<file path="src/rtl/jtvigil_sdram_pkg.sv">
// Shared SDRAM-side definitions for the jtvigil ROM slots and the download logic.
package jtvigil_sdram_pkg;

    typedef enum logic [1:0] {
        IDLE = 2'd0,
        REQ  = 2'd1,
        LO   = 2'd2,
        HI   = 2'd3
    } slot_state_t;

endpackage

</file>
<file path="src/rtl/jtvigil_romslot.sv">
// Single-line (32-bit) read cache between a ROM client and a 16-bit SDRAM port.
// A miss fetches two halfwords (low then high) into the line; hits are answered combinationally.
module jtvigil_romslot
    import jtvigil_sdram_pkg::*;
#(
    parameter int          AW     = 18,
    parameter int          DW     = 8,
    parameter logic [21:0] OFFSET = 22'd0
) (
    input  logic          clk,
    input  logic          rst,
    input  logic          downloading,
    input  logic          cs,
    input  logic [AW-1:0] addr,
    output logic [DW-1:0] data,
    output logic          ok,
    output logic [21:0]   sdram_addr,
    output logic          sdram_rd,
    input  logic          sdram_ack,
    input  logic          sdram_dok,
    input  logic          sdram_rdy,
    input  logic [15:0]   sdram_din
);

    localparam int LW = (DW == 8) ? AW - 2 : AW;

    slot_state_t   state, state_next;
    logic [31:0]   line;
    logic [LW-1:0] tag, pend, line_addr;
    logic          valid, hit, start;

    generate
        if (DW == 8) begin : g_byte
            assign line_addr = addr[AW-1:2];
            assign data      = line[{addr[1:0], 3'b000} +: 8];
        end else if (DW == 32) begin : g_word
            assign line_addr = addr;
            assign data      = line;
        end else begin : g_bad
            $error("jtvigil_romslot: DW must be 8 or 32");
        end
    endgenerate

    assign hit = valid && (tag == line_addr);
    assign ok  = cs && hit && !downloading;

    always_ff @(posedge clk) begin
        if (rst) state <= IDLE;
        else     state <= state_next;
    end

    always_comb begin
        state_next = state;
        start      = 1'b0;
        unique case (state)
            IDLE: if (cs && !hit && !downloading) begin
                state_next = REQ;
                start      = 1'b1;
            end
            REQ:  if (sdram_ack) state_next = LO;
            LO:   if (sdram_dok) state_next = HI;
            HI:   if (sdram_rdy) state_next = IDLE;
            default: state_next = IDLE;
        endcase
    end

    always_ff @(posedge clk) begin
        if (rst) begin
            line       <= '0;
            tag        <= '0;
            pend       <= '0;
            valid      <= 1'b0;
            sdram_rd   <= 1'b0;
            sdram_addr <= '0;
        end else begin
            if (start) begin
                pend       <= line_addr;
                sdram_addr <= OFFSET + 22'({line_addr, 1'b0});
                sdram_rd   <= 1'b1;
            end
            if (state == REQ && sdram_ack) sdram_rd <= 1'b0;
            if (state == LO && sdram_dok) line[15:0]  <= sdram_din;
            if (state == HI && sdram_dok) line[31:16] <= sdram_din;
            if (state == HI && sdram_rdy) tag <= pend;
            // a burst finishing while a download runs must leave the line invalid
            if (downloading || start)         valid <= 1'b0;
            else if (state == HI && sdram_rdy) valid <= 1'b1;
        end
    end

endmodule

</file>
<file path="config.mk">
export PLATFORM = sky130hd
export DESIGN_NAME = jtvigil_romslot
export DESIGN_NICKNAME = d
export VERILOG_FILES = /design/src/rtl/jtvigil_sdram_pkg.sv /design/src/rtl/jtvigil_romslot.sv
export SDC_FILE = /design/constraint.sdc
export NUM_CORES = 1
export LEC_CHECK = 0
export CELL_PAD_IN_SITES_DETAIL_PLACEMENT = 0
export CELL_PAD_IN_SITES_GLOBAL_PLACEMENT = 2
export CORE_MARGIN = 5
export CORE_UTILIZATION = 32
export CTS_CLUSTER_SIZE = 30
export DETAILED_ROUTE_END_ITERATION = 7
export PLACE_DENSITY = 0.81
export SYNTH_ARGS = -nofsm -noshare
export SYNTH_HDL_FRONTEND = slang
export SYNTH_SLANG_ARGS = --single-unit
</file>
<file path="constraint.sdc">
create_clock -name clk -period 3.1 [get_ports clk]
set_clock_uncertainty 0.15 [all_clocks]
set_input_delay 0.465 -clock clk [delete_from_list [all_inputs] [get_ports clk]]
set_output_delay 0.465 -clock clk [all_outputs]
set_load 0.01 [all_outputs]
</file>
### Yosys cells after proc, flatten, opt, wreduce, memory -nomap -nowiden

Cells that the tools add are included.

* bits in registers: 68

* shift-type cells: 1
* reductions and logical operators: 16
* mux-type cells: 7
* equality and inequality tests: 8

Operators by type and width (count)
* $shiftx 32x6->8: 1
* $eq 16x16->1: 1
* $logic_and 1x1->1: 9
* $mux 2: 4
* $ne 2x2->1 const B: 4
* $pmux 2 s4: 1
* $eq 2x2->1 const B: 2
* $reduce_and 4->1: 1
* $reduce_or 2->1: 2
* $eq 2x1->1 const B: 1
* $logic_not 1->1: 2
* $logic_not 2->1: 1
* $mux 1: 2
* $logic_or 1x1->1: 1

### Logic depth before layout (Yosys ltp)

Gate-level depths: netlist of run 1.

* depth after elaboration: 9
* gate-level depth with buffers: 7
* depth with buffers taken out: 6

### Worst setup path after synthesis of run 1

No wires, ideal clock.

* kind: in2out
* start point: input addr[11]
* end point: output ok
* path slack: 1103 ps
* data arrival time: 1382 ps
* cell stages on the path: 5
* cells stage by stage: xor2_1 -> nor4_2 -> nand2_1 -> nand4bb_1 -> nor2_1

* word-level cells in the longest chain between the ends: 4

RTL lines
* start, declared: RTL line jtvigil_romslot.sv:14 `input logic [AW-1:0] addr,`
* $eq 16x16->1: RTL line jtvigil_romslot.sv:44 `assign hit = valid && (tag == line_addr);`
* $logic_and 1x1->1: RTL line jtvigil_romslot.sv:44
* $logic_and 1x1->1 (2 in a row): RTL line jtvigil_romslot.sv:45 `assign ok = cs && hit && !downloading;`
* end, declared: RTL line jtvigil_romslot.sv:16 `output logic ok,`

Every way passes these cells.

### Final worst setup path of run 1

* start point: input addr[8]
* end point: output ok

The elaborated chain is that of the path after synthesis.

==> impl_summary.txt, run 1 <==
----------------------------------------------------
[Setup path]
  Data required, critical path ... 2480 ps
  Critical path endpoint category ... primary output
  Buffering stage count on the worst path with inverters included ... 3
  Startpoint type of the worst setup path ... primary input
  Critical path type ... primary input to primary output
  Top Family by Delay on Critical Path ... buffers and inverters
  Max stage delay on crit path ... 460 ps
  Cell Chain, Critical Path ... clkdlybuf4s50_1, xor2_1, nor4_2, buf_4, nand2_1, nand4bb_1, nor2_1, dlygate4sd2_1
  Arrival @ worst endpoint ... 2270 ps
  Maximum fanout encountered on the critical timing path ... 3
  Highest-delay cell along the critical path ... sky130_fd_sc_hd__clkdlybuf4s50_1

[GRT]
  Total global routing track utilization ... 14.5%
  Via count of the first global-routing pass ... 3006
  Wire length of the first global-routing pass ... 15.2 mm
  Antenna violations before repair ... 0
  Pin count of the biggest net entering global routing ... 69
  Total congestion overflow after global routing ... 0

[Final layout]
  Final antenna diode count ... 0
  Number of nets in the layout ... 501
  Area overhead of the layout relative to synthesis ... 28.6%
  Post-layout utilization of the core ... 42.2%
  Share of post-route cells with drive strength above 1 ... 11.1%

[STA]
  Slew margin rel. ... 48.3%
  Final number of max-transition violations ... 0
  Final hold vios ... 0
  Slew at the pin closest to its max-slew limit ... 775 ps
  Setup repair after global routing missed its margin ... false
  Post-route fraction of the period consumed by the critical path ... 92.9%
  Peak clock frequency supported by timing ... 347 MHz
  Final setup violating endpoints ... 0
  Post-layout min period ... 2880 ps
  Slack of the critical path ... 220 ps

[Synthesis]
  Top_reg_cell synth ... sky130_fd_sc_hd__dfxtp_1
  YS warnings ... 0
  Syn_area_per_cell ... 8.49 um2
  Number of enable-type register cells in the synthesized netlist ... 0
  Gate Count Post-Synth ... 401
  Synth top area share ... 40.0%
  Yosys top cell by area ... sky130_fd_sc_hd__dfxtp_1
  Post-synthesis instance area ... 3410 um2
  Top cells by area in the synthesized netlist ... sky130_fd_sc_hd__dfxtp_1, sky130_fd_sc_hd__nand2_1, sky130_fd_sc_hd__a21oi_1, sky130_fd_sc_hd__o311ai_2, sky130_fd_sc_hd__mux4_2
  Number of storage elements in the synthesis netlist ... 68
  Number of library cell types mapped by synthesis ... 37
  Count leader, synth ... sky130_fd_sc_hd__nand2_1
  Register area share after synthesis ... 40.0%
  Most used standard cells in the synthesized netlist ... sky130_fd_sc_hd__nand2_1, sky130_fd_sc_hd__dfxtp_1, sky130_fd_sc_hd__a21oi_1
  Proportion of register bits with asynchronous set or reset after synthesis ... 0%

[Power]
  Power Dens Cells ... 563 nW/um2
  Largest vdd supply drop ... 0.288 mV
  Final Total Pwr ... 2460 uW
  Leak pwr ... 0.00143 uW

[Min path]
  Hold Path Class ... register to register

[Routing]
  DRC violation count after routing ... 0
  Starting DRT DRC Count ... 119
  Routed WL per cell ... 15.6 um
  Number of iterations in the first detailed-routing pass ... 5
  ANT nets after route ... 0
  Post-detailed-route via-to-cell ratio ... 5.08
  Vias ... 3031
  Routed WL ... 9.29 mm

[Clocking]
  CTS tree ... built
  Clock insertion delay at the later pin of the skew report ... 340 ps
  CTS Hold Buffers Added ... 0
  Bufs on Longest Clock Path ... 2
  CTS Root Cell ... sky130_fd_sc_hd__clkbuf_8
  Clock input transition at the sequential cells of the worst setup and hold paths ... 80 ps
  Clk sink count ... 68
  H-tree levels ... 3
  Number of buffers added by the clock tree synthesis step ... 9

[Floorplanning]
  Die footprint ... 12800 um2
  IO Count ... 73
  Horiz. Die Dim ... 113 um
  Core Box Area ... 10400 um2
  Floorplan die height ... 113 um
  Initial Util ... 32.8%
  Placement Rows ... 37

[Run status]
  Run status ... finished clean

[Placed design]
  Final Wtd Congestion ... 0.699
  Worst setup slack after placement ... -47.7 ps
  IO buf count ... 66
  Final HPWL from detailed placement ... 5.95 mm

[Job]
  Max Cap Violations ... 0

----------------------------------------------------
==> kinds of logic after synthesis <==
family,share of synthesized area (%)
DFF,40.0
adders and majority gates,1.47
and+or+nand+nor,22.9
AOI/OAI and AO/OA,20.2
buffers and inverters,5.66
xor gates and xnor gates,4.11
muxes,5.58
other,0.110
==> tightest hold or removal path, cell delays in order (launching register included) <==
cell and delay (ps):
sky130_fd_sc_hd__dfxtp_1 310, sky130_fd_sc_hd__nand2_1 50, sky130_fd_sc_hd__a21oi_1 50
==> routing by layer <==
| metal | global-route usage, % | vias up | wire, um |
|---|---|---|---|
| met5 | 0 | - | 0 |
| met4 | 5.45 | 0 | 155 |
| met3 | 3.26 | 14 | 502 |
| met2 | 22.5 | 96 | 4240 |
| met1 | 19.8 | 1423 | 4400 |
| li1 | - | 1498 | - |
==> placed cells by master (no fill, tap or decap), types with 2 or more instances in the layout <==
| cell type | n |
|---|---|
| sky130_fd_sc_hd__dfxtp_1 | 68 |
| sky130_fd_sc_hd__xor2_1 | 11 |
| sky130_fd_sc_hd__bufinv_16 | 2 |
| sky130_fd_sc_hd__nand2_1 | 134 |
| sky130_fd_sc_hd__nor3b_1 | 16 |
| sky130_fd_sc_hd__clkdlybuf4s50_1 | 64 |
| sky130_fd_sc_hd__nand2b_1 | 3 |
| sky130_fd_sc_hd__buf_4 | 8 |
| sky130_fd_sc_hd__ha_1 | 4 |
| sky130_fd_sc_hd__o311ai_0 | 2 |
| sky130_fd_sc_hd__inv_1 | 5 |
| sky130_fd_sc_hd__nand3b_1 | 2 |
| sky130_fd_sc_hd__and2_1 | 4 |
| sky130_fd_sc_hd__nor2_1 | 4 |
| sky130_fd_sc_hd__nor4_2 | 2 |
| sky130_fd_sc_hd__clkinv_4 | 3 |
| sky130_fd_sc_hd__o311ai_2 | 14 |
| sky130_fd_sc_hd__conb_1 | 6 |
| sky130_fd_sc_hd__a21oi_1 | 51 |
| sky130_fd_sc_hd__o21a_1 | 2 |
| sky130_fd_sc_hd__mux4_2 | 8 |
| sky130_fd_sc_hd__xnor2_1 | 5 |
| sky130_fd_sc_hd__clkbuf_8 | 9 |
| sky130_fd_sc_hd__a32oi_1 | 16 |
==> state kept, by name, indices dropped and copies added, names as in the netlist <==
signal,cells
line,32
sdram_addr,16
state,2
sdram_rd,1
tag,16
valid,1
==> stage by stage <==
stage          setup TNS (ps)  cells  cell area [um2]  hold WS (ps)
6_report                    0    597             4380           305
5_1_grt                     0    597             4380           327
4_1_cts                     0    597             4380           309
3_5_place_dp            -47.7    581             4160           297
3_3_place_gp            -38.2    581             4160           290
2_1_floorplan               0    406             3420           283
==> power by group <==
part | internal (uW) | switching [uW] | leakage (uW)
sequential | 956 | 77.0 | 0.000551
combinational | 300 | 299 | 0.000763
clock | 459 | 373 | 0.000114
total | 1710 | 749 | 0.00143
==> worst paths after layout <==
| check | startpoint | endpoint | slack (ps) | depth (start not counted) |
|---|---|---|---|---|
| setup / recovery | addr[8] | ok | 220 | 8 |
| hold reg to reg | line[12] | line[12] | 310 | 2 |
| hold / removal | line[12] | line[12] | 310 | 2 |
| setup reg to reg | tag[6] | sdram_addr[1] | 1070 | 6 |
==> layout make-up <==
class                      count  area [um2]
fill                        1070        5990
clock buffer                   9         124
inverter                       5        18.8
multi-input combinational    297        1870
tap                          136         170
timing repair buffer          75         734
clock inverter                 7         100
sequential                    68        1360
==> what timing repair did <==
item | in CTS | in global routing
gates resized for setup | 1 | 0
setup buffers | 0 | 0
endpoints found under the hold margin | 0 | 0
endpoints found under the setup margin | 1 | 0
No activity file was read; power rests on OpenSTA's default activity.
==> run 2, diff against run 1 <==
--- a/config.mk
+++ b/config.mk
@@ -11,6 +11,7 @@
 export CORE_UTILIZATION = 32
 export CTS_CLUSTER_SIZE = 30
 export DETAILED_ROUTE_END_ITERATION = 7
+export GPL_TIMING_DRIVEN = 0
 export PLACE_DENSITY = 0.81
 export SYNTH_ARGS = -nofsm -noshare
 export SYNTH_HDL_FRONTEND = slang
==> impl_summary.txt, run 2 (synthesis results as in run 1) <==
----------------------------------------------------
[Setup path]
  Arrival @ worst endpoint ... 2040 ps (was 2270 ps)
  Data required, critical path ... 2480 ps (about the same)
  Maximum fanout encountered on the critical timing path ... 2 (was 3)
  Startpoint type of the worst setup path ... primary input (unchanged)
  Critical path type ... primary input to primary output (unchanged)
  Critical path endpoint category ... primary output (unchanged)

[Routing]
  Routed WL per cell ... 15.9 um (was 15.6 um)
  Routed WL ... 9.91 mm (was 9.29 mm)
  Number of iterations in the first detailed-routing pass ... 4 (was 5)
  ANT nets after route ... 0 (unchanged)
  DRC violation count after routing ... 0 (unchanged)
  Post-detailed-route via-to-cell ratio ... 4.95 (was 5.08)
  Vias ... 3084 (was 3031)
  Starting DRT DRC Count ... 110 (was 119)

[Power]
  Sw Ratio ... 30.4% (about the same)
  Clock network fraction of total power ... 33.2% (was 33.8%)
  Cell-internal power ... 1720 uW (was 1710 uW)
  Sw Pwr ... 753 uW (was 749 uW)
  Fraction of power consumed by combinational cells ... 25.0% (was 24.3%)
  Power Dens Cells ... 554 nW/um2 (was 563 nW/um2)
  Largest vdd supply drop ... 0.275 mV (was 0.288 mV)
  Final Total Pwr ... 2470 uW (was 2460 uW)
  Power share of the sequential group ... 41.8% (was 41.9%)
  Leak pwr ... 0.00147 uW (was 0.00143 uW)

[Placed design]
  Final HPWL from detailed placement ... 7.34 mm (was 5.95 mm)
  Area post-placement ... 4240 um2 (was 4160 um2)
  Final Wtd Congestion ... 0.752 (was 0.699)
  IO buf count ... 64 (was 66)
  Worst setup slack after placement ... -43.8 ps (was -47.7 ps)

[GRT]
  Antenna violations before repair ... 0 (unchanged)
  Via count of the first global-routing pass ... 3075 (was 3006)
  Wire length of the first global-routing pass ... 16.0 mm (was 15.2 mm)
  Pin count of the biggest net entering global routing ... 14 (was 69)
  Total global routing track utilization ... 15.7% (was 14.5%)
  Total congestion overflow after global routing ... 0 (unchanged)

[STA]
  Setup repair after global routing missed its margin ... false (unchanged)
  Final hold vios ... 0 (unchanged)
  Slew at the pin closest to its max-slew limit ... 823 ps (was 775 ps)
  Slew margin rel. ... 45.2% (was 48.3%)
  Peak clock frequency supported by timing ... 377 MHz (was 347 MHz)
  Final number of max-transition violations ... 0 (unchanged)
  Slack of the critical path ... 450 ps (was 220 ps)
  Final setup violating endpoints ... 0 (unchanged)
  Post-route fraction of the period consumed by the critical path ... 85.5% (was 92.9%)
  Post-layout min period ... 2650 ps (was 2880 ps)

[Final layout]
  Final antenna diode count ... 0 (unchanged)
  Share of post-route cells with drive strength above 1 ... 10.5% (was 11.1%)
  Largest register by flop count ... line (unchanged)
  Area overhead of the layout relative to synthesis ... 31.2% (was 28.6%)
  Design Area, Final ... 4470 um2 (was 4380 um2)
  Number of nets in the layout ... 527 (was 501)
  Most used cells in the layout excluding fill and tap cells ... sky130_fd_sc_hd__nand2_1, sky130_fd_sc_hd__dfxtp_1, sky130_fd_sc_hd__clkdlybuf4s50_1, sky130_fd_sc_hd__a21oi_1, sky130_fd_sc_hd__clkbuf_1 (was sky130_fd_sc_hd__nand2_1, sky130_fd_sc_hd__dfxtp_1, sky130_fd_sc_hd__clkdlybuf4s50_1, sky130_fd_sc_hd__a21oi_1)
  Registers with the most flip-flops ... line x32, sdram_addr x16, tag x16 (unchanged)
  Most common cell after layout, fill and taps aside ... sky130_fd_sc_hd__nand2_1 (unchanged)
  Max FFs per register ... 32 (unchanged)

[Run status]
  Run status ... finished clean (unchanged)

[Min path]
  Hold Path Class ... register to register (unchanged)

[Floorplanning]
  Placement Rows ... 37 (unchanged)
  IO Count ... 73 (unchanged)
  Die footprint ... 12800 um2 (unchanged)
  Horiz. Die Dim ... 113 um (unchanged)
  Floorplan die height ... 113 um (unchanged)
  Core Box Area ... 10400 um2 (unchanged)
  Initial Util ... 32.8% (unchanged)

[Job]
  Max Cap Violations ... 0 (unchanged)

[Clocking]
  Number of buffers added by the clock tree synthesis step ... 9 (unchanged)
  CTS Hold Buffers Added ... 0 (unchanged)
  Clock insertion delay at the later pin of the skew report ... 340 ps (about the same)
  CTS Root Cell ... sky130_fd_sc_hd__clkbuf_8 (unchanged)
  CTS tree ... built (unchanged)
  Clk sink count ... 68 (unchanged)
  Bufs on Longest Clock Path ... 2 (unchanged)
  H-tree levels ... 3 (unchanged)
  Clock input transition at the sequential cells of the worst setup and hold paths ... 70 ps (was 80 ps)

----------------------------------------------------
run 2: changes by cell type in the layout (fill, tap and decap cells not counted), sizes merged:
| cell | before | now |
|---|---|---|
| buf | 10 | 15 |
| dlygate4sd2 | 1 | 0 |
| clkdlybuf4s50 | 64 | 63 |
| clkbuf | 9 | 31 |
| dlymetal6s2s | 0 | 1 |
run 2: area by class of cell:
class,instances,area (um2)
clock buffers,9,124
inverters,5,18.8
fillers,1088,5900
flip-flops and latches,68,1360
clock inverters,7,100
multi-input cells,297,1870
plain buffers,36,174
well taps,136,170
repair buffers,65,651
run 2: critical path, cell delays in order:
cell and delay, ps:
sky130_fd_sc_hd__clkdlybuf4s50_1 460, sky130_fd_sc_hd__xor2_1 200, sky130_fd_sc_hd__nor4_2 360, sky130_fd_sc_hd__nand2_1 80
sky130_fd_sc_hd__nand4bb_1 180, sky130_fd_sc_hd__nor2_1 110, sky130_fd_sc_hd__dlymetal6s2s_1 170
run 2: per-layer routing:
layer	vias to the layer above	global-route usage (%)	part of all wire, %
met1	1448	21.1	48
met5	-	0	0
met3	5	4.60	5.0
met2	83	25.4	47
li1	1548	-	-
met4	0	2.96	0.58
run 2: path summary, 6_finish.rpt:
check | startpoint | slack [ps] | cells past startpoint | endpoint
min reg2reg | line[26] | 310 | 2 | line[26]
max | addr[2] | 450 | 7 | ok
min | line[26] | 310 | 2 | line[26]
max reg2reg | state[1] | 830 | 7 | sdram_addr[14]
run 2: stage by stage:
step,setup TNS (ps),instances,util (%),hold slack (ps)
global route,0,623,43.1,323
detailed placement,-43.8,606,40.8,296
CTS,0,623,43.1,306
finish,0,623,43.1,305
floorplan,0,406,-,283
global placement,-67.8,606,40.8,291
run 2: repair_timing:
action,in CTS,in global routing
endpoints found under the setup margin,1,1
gates resized for setup,0,1
setup buffers,1,0
pin swaps,1,2
run 2: power groups by stage:
stage                     registers, uW  clock network [uW]  logic [uW]
after detailed placement           1050                   0         621
after CTS                          1030                 850         626
after global routing               1050                 885         687
after global placement             1050                   0         617
after floorplan                    1050                   0         349
final                              1030                 822         619
